$ cat src/rtl/door_dir_decoder.sv
// Door light-beam direction decoder: entry → up pulse, exit → down pulse, guarded by counter full/empty.
// Latency raw->up/down: 2 sync + DEB_CYCLES + 1; no backpressure (single-cycle pulses, levels).
// `define DOOR_STATS_EN to add saturating entry/exit/abort totals.
module door_dir_decoder #(
  parameter int unsigned DEB_CYCLES     = 4,
  parameter int unsigned TIMEOUT_CYCLES = 1000
) (
  input  logic       clkup,
  input  logic       reset_n,
  input  logic       sens_out,
  input  logic       sens_in,
  input  logic       full_flag,
  input  logic       empty_flag,
  output logic       up,
  output logic       down,
  output logic       entry_deny,
  output logic       busy,
  output logic       err
`ifdef DOOR_STATS_EN
  ,
  output logic [7:0] entry_total,
  output logic [7:0] exit_total,
  output logic [7:0] abort_total
`endif
);

  localparam logic [7:0]  DEB_LAST = 8'(DEB_CYCLES - 1);
  localparam logic [15:0] TO_LAST  = 16'(TIMEOUT_CYCLES - 1);

  localparam logic [2:0] IDLE = 3'd0;
  localparam logic [2:0] IN1  = 3'd1;
  localparam logic [2:0] IN2  = 3'd2;
  localparam logic [2:0] IN3  = 3'd3;
  localparam logic [2:0] OUT1 = 3'd4;
  localparam logic [2:0] OUT2 = 3'd5;
  localparam logic [2:0] OUT3 = 3'd6;
  localparam logic [2:0] ERRW = 3'd7;

  logic [1:0]  sync_o;
  logic [1:0]  sync_i;
  logic [7:0]  deb_cnt_o;
  logic [7:0]  deb_cnt_i;
  logic        filt_o;
  logic        filt_i;
  logic [1:0]  pair;
  logic [2:0]  state;
  logic [2:0]  state_nxt;
  logic [15:0] to_cnt;
  logic        partial;
  logic        ev_up;
  logic        ev_down;
  logic        ev_err;

  // Filtered value flips only after DEB_CYCLES consecutive disagreeing samples.
  always_ff @(posedge clkup or negedge reset_n) begin
    if (!reset_n) begin
      sync_o    <= 2'b00;
      sync_i    <= 2'b00;
      deb_cnt_o <= 8'd0;
      deb_cnt_i <= 8'd0;
      filt_o    <= 1'b0;
      filt_i    <= 1'b0;
    end else begin
      sync_o <= {sync_o[0], sens_out};
      sync_i <= {sync_i[0], sens_in};

      if (sync_o[1] == filt_o) begin
        deb_cnt_o <= 8'd0;
      end else if (deb_cnt_o == DEB_LAST) begin
        filt_o    <= sync_o[1];
        deb_cnt_o <= 8'd0;
      end else begin
        deb_cnt_o <= deb_cnt_o + 8'd1;
      end

      if (sync_i[1] == filt_i) begin
        deb_cnt_i <= 8'd0;
      end else if (deb_cnt_i == DEB_LAST) begin
        filt_i    <= sync_i[1];
        deb_cnt_i <= 8'd0;
      end else begin
        deb_cnt_i <= deb_cnt_i + 8'd1;
      end
    end
  end

  assign pair    = {filt_o, filt_i};
  assign partial = (state != IDLE) && (state != ERRW);

  always_comb begin
    state_nxt = state;
    ev_up     = 1'b0;
    ev_down   = 1'b0;
    ev_err    = 1'b0;
    case (state)
      IDLE: begin
        case (pair)
          2'b10:   state_nxt = IN1;
          2'b01:   state_nxt = OUT1;
          2'b11: begin
            state_nxt = ERRW;
            ev_err    = 1'b1;
          end
          default: state_nxt = IDLE;
        endcase
      end
      IN1: begin
        case (pair)
          2'b11:   state_nxt = IN2;
          2'b00:   state_nxt = IDLE;
          2'b01: begin
            state_nxt = ERRW;
            ev_err    = 1'b1;
          end
          default: state_nxt = IN1;
        endcase
      end
      IN2: begin
        case (pair)
          2'b01:   state_nxt = IN3;
          2'b10:   state_nxt = IN1;
          2'b00: begin
            state_nxt = ERRW;
            ev_err    = 1'b1;
          end
          default: state_nxt = IN2;
        endcase
      end
      IN3: begin
        case (pair)
          2'b00: begin
            state_nxt = IDLE;
            ev_up     = !full_flag;
            ev_err    = full_flag;
          end
          2'b11:   state_nxt = IN2;
          2'b10: begin
            state_nxt = ERRW;
            ev_err    = 1'b1;
          end
          default: state_nxt = IN3;
        endcase
      end
      OUT1: begin
        case (pair)
          2'b11:   state_nxt = OUT2;
          2'b00:   state_nxt = IDLE;
          2'b10: begin
            state_nxt = ERRW;
            ev_err    = 1'b1;
          end
          default: state_nxt = OUT1;
        endcase
      end
      OUT2: begin
        case (pair)
          2'b10:   state_nxt = OUT3;
          2'b01:   state_nxt = OUT1;
          2'b00: begin
            state_nxt = ERRW;
            ev_err    = 1'b1;
          end
          default: state_nxt = OUT2;
        endcase
      end
      OUT3: begin
        case (pair)
          2'b00: begin
            state_nxt = IDLE;
            ev_down   = !empty_flag;
            ev_err    = empty_flag;
          end
          2'b11:   state_nxt = OUT2;
          2'b01: begin
            state_nxt = ERRW;
            ev_err    = 1'b1;
          end
          default: state_nxt = OUT3;
        endcase
      end
      default: begin
        if (pair == 2'b00) state_nxt = IDLE;
      end
    endcase

    // Every filtered change in a partial state moves the FSM, so "no move" means "no change".
    if (partial && (state_nxt == state) && (to_cnt == TO_LAST)) begin
      state_nxt = ERRW;
      ev_err    = 1'b1;
    end
  end

  always_ff @(posedge clkup or negedge reset_n) begin
    if (!reset_n) begin
      state      <= IDLE;
      to_cnt     <= 16'd0;
      up         <= 1'b0;
      down       <= 1'b0;
      err        <= 1'b0;
      busy       <= 1'b0;
      entry_deny <= 1'b0;
    end else begin
      state      <= state_nxt;
      to_cnt     <= (partial && (state_nxt == state)) ? to_cnt + 16'd1 : 16'd0;
      up         <= ev_up;
      down       <= ev_down;
      err        <= ev_err;
      busy       <= (state_nxt != IDLE);
      entry_deny <= ((state_nxt == IN1) || (state_nxt == IN2) || (state_nxt == IN3)) && full_flag;
    end
  end

`ifdef DOOR_STATS_EN
  always_ff @(posedge clkup or negedge reset_n) begin
    if (!reset_n) begin
      entry_total <= 8'd0;
      exit_total  <= 8'd0;
      abort_total <= 8'd0;
    end else begin
      if (ev_up && (entry_total != 8'hFF))  entry_total <= entry_total + 8'd1;
      if (ev_down && (exit_total != 8'hFF)) exit_total  <= exit_total + 8'd1;
      if (ev_err && (abort_total != 8'hFF)) abort_total <= abort_total + 8'd1;
    end
  end
`endif

endmodule

$ cat config.mk
export PLATFORM = sky130hd
export DESIGN_NAME = door_dir_decoder
export DESIGN_NICKNAME = d
export VERILOG_FILES = /design/src/rtl/door_dir_decoder.sv
export SDC_FILE = /design/constraint.sdc
export NUM_CORES = 1
export LEC_CHECK = 0
export ABC_AREA = 1
export CORE_MARGIN = 2
export CORE_UTILIZATION = 26
export DETAILED_ROUTE_END_ITERATION = 12
export PLACE_DENSITY = 0.49
export SYNTH_ARGS = -nofsm -noshare
export SYNTH_HDL_FRONTEND = slang
export SYNTH_SLANG_ARGS = --single-unit
export TNS_END_PERCENT = 100
$ cat constraint.sdc
create_clock -name clkup -period 3.3 [get_ports clkup]
set_clock_uncertainty 0.05 [all_clocks]
set_input_delay 0.66 -clock clkup [delete_from_list [all_inputs] [get_ports clkup]]
set_output_delay 0.66 -clock clkup [all_outputs]
set_load 0.01 [all_outputs]
==> results.md <==
* Worst Max-Slew Pin Slew at 1.017 ns
* Hold Vio Cnt, Final at 0
* Iter 0 DRT Violations at 95
* Layout Cells excl Fill at 456
* Setup TNS at 0 ns
* Crit path cell chain: inv_1 > ha_1 > o21ai_0 > nor2_1 > nor2_1 > nand3_1 > nand2_1 > nor2_1 > nor2_1 > nand2_2 > nand2_1 > nand2_1 > nand2_2 > nor3_1
* Hold Crit Class: reg -> reg
* Initial core utilization at 26.55%
* Fin crit share at 77.36%
* Hpwl dp at 3.598 mm
* Static leakage at 1.230 nW
* Setup Fix Bufs, Post-CTS at 0
* Mapped Nets at 330
* Sequential share of power at a little over a third
* Vias per Instance at 4.377
* CTS tree: done
* Die area at 10700 sq um
* Placed insts at 450
* Setup crit start kind: flop
* Switching Share at 48.28%
* DRC at 0
* Final core occ at 29.52%
* Number of global-route vias before repair at 1949
* Crit path required time at 3.42 ns
* Max H-tree Level at 2
* Post-synth EDFFs at 0
* Longest Clk Path Bufs at 2
* Area grow syn2layout at 11.19%
* Die width at between 100 and 150 um
* Highest routed metal layer: met4
* Root Buffer: clkbuf_8
* Psw at about 1.1 mW
* Internal Dissipation at 1.130 mW
* Register clock-pin slew on the reported worst setup and hold paths at 0.08 ns
* Commonest non-fill, non-tap cell in the layout: nand2_1
* Worst path max stage delay at 0.45 ns
* Layout Nets at 341
* CP most frequent cell: nor2_1
* Slew margin rel. at between 30% and 40%
* Cell variety after synth at 26
* GR Overflow Total at 0
* Worst path slowest cell: dfrtp_1
* Async SR Flop Fraction at 100.0%
* Power density cells at around 760 nW/um^2
* Mapped cell area at roughly 2600 sq um
* Arr. time, crit path at approximately 2.7 ns
* Met3 WL at 204 um
* Comb pwr share at around half
* Largest delay share family, worst path: simple AND/OR/NAND/NOR gates
* Filler cells at 1037
* Share of cells above drive strength 1 at 9.288%
* Final min period at 2.553 ns
* Total Routing Usage GR at 10.37%
* Ant. Diodes at 0
* First-pass detailed-route iteration total at 4
* Core area at 9684 sq um
* Kind of critical path: reg -> reg
* WP buf/inv at 1
* Most frequent cells in the layout: nand2_1, dfrtp_1, nor2_1, inv_1, nand3_1
* IO Count at 11
* Avg Inst Size Synth at between 8 and 9 sq um
* Initial antenna violation count at 0
* Drt total wl at 4.970 mm
* Sequential element share of the synthesized area at ~45%
* WHS at slightly above 0.3 ns
* Ys Warns at 0
* F_max at 391.7 MHz
* MaxCap Viol Count at 0
* Worst skew pair latency at 0.30 ns
* Hold buffers post-CTS at 0
* First-pass GRT wire length at 8.542 mm
* Gpl congestion at 0.8726
* Largest net degree at the start of global routing at 47
* CP Capture Type: flop
* Met2 wire length at roughly 2.3 mm
* Die height at about 100 um
* Synthesized flop and latch total at 46
* Status: finished, final reports clean
* Gate Count Post-Synth at 313
* IO Port Bufs at 10
* Crit Path Max Fanout at 16
* Rows at 36
* CTS sink cnt at between 40 and 50
* WL/cell at approximately 11 um
* Peak supply drop at 399.6 uV
* DR vias at 1996
* Resized Gates After CTS at 0
* Setup violators final at 0
* Unrepaired setup endpoints after global routing: no
* CTS Buf Count at 5
* Clock group share of total power at between 15 and 20%
* Main synth FF type: dfrtp_1
* Post-route ant nets at 0
* Max-slew violation count at 0
* Routed length on met1 at 2.367 mm
cell usage after synthesis, types with 2 or more instances:
cell      number  area share (%)
a21oi_1       16             3.1
buf_4          3            0.88
buf_6          3             1.3
dfrtp_1       46              45
ha_1          11             5.4
inv_1         39             5.7
inv_2          3            0.44
nand2_1       54             7.9
nand2_2        5             1.2
nand3_1       22             4.3
nand4_1        7             1.7
nor2_1        45             6.6
nor3_1        17             3.3
nor3_2        11             4.3
nor4_1         3            0.73
o211ai_1       2            0.58
o21ai_0        4            0.78
xnor2_1        5             1.7
xor2_1        10             3.4
final timing paths:
kind | cells after the start | start | end | slack, ns
min | 0 | sync_i[0] | sync_i[1] | 0.30
min reg2reg | 0 | sync_i[0] | sync_i[1] | 0.30
max | 14 | filt_i | to_cnt[0] | 0.75
max reg2reg | 14 | filt_i | to_cnt[0] | 0.75
max in group asynchronous | 1 | reset_n | sync_i[0] | 2.09
min in group asynchronous | 1 | reset_n | to_cnt[6] | 0.48
power by group through the flow:
stage                     Combinational, mW  Sequential [mW]  Clock, mW
after floorplan                       0.954            0.722          0
after global placement                 1.08            0.772          0
after detailed placement               1.08            0.773          0
after CTS                              1.08            0.763      0.362
after global routing                   1.22            0.781      0.390
final                                  1.08            0.762      0.342
metrics by stage:
stage / power, mW / worst slack (ns) / area [sq um]
floorplan: 1.675 / 1.173 / 2571
global placement: 1.856 / 0.7704 / 2776
detailed placement: 1.855 / 0.7391 / 2776
CTS: 2.207 / 0.7382 / 2859
global route: 2.386 / 0.4308 / 2859
finish: 2.184 / 0.7472 / 2859
sequential cells by signal (all words and copies together), names as in the netlist:
| register | flops |
|---|---|
| busy | 1 |
| filt_o | 1 |
| err | 1 |
| deb_cnt_o | 8 |
| deb_cnt_i | 8 |
| filt_i | 1 |
| entry_deny | 1 |
| sync_o | 2 |
| to_cnt | 16 |
| state | 3 |
| sync_i | 2 |
| down | 1 |
| up | 1 |
cell families after synthesis:
family | share of synthesized area, %
buffers and inverters | 8.321
and+or+nand+nor | 31.39
AOI/OAI and AO/OA | 5.061
xor gates and xnor gates | 5.109
DFF | 44.77
adders and majority gates | 5.353
layer usage:
metal,vias up,track usage (%)
met5,-,0
met4,0,4.858
met3,9,3.360
met2,34,16.53
met1,931,12.72
li1,1022,-
layout make-up:
cell class                      count  area [sq um]  share of cell area (%)
Timing Repair Buffer               10         95.09                   3.326
Multi-Input combinational cell    219          1206                   42.19
Tap cell                          133         166.4                   5.821
Clock buffer                        6         82.58                   2.888
Inverter                           42         157.7                   5.514
Sequential cell                    46          1151                   40.26
No activity file was read; power rests on OpenSTA's default activity.
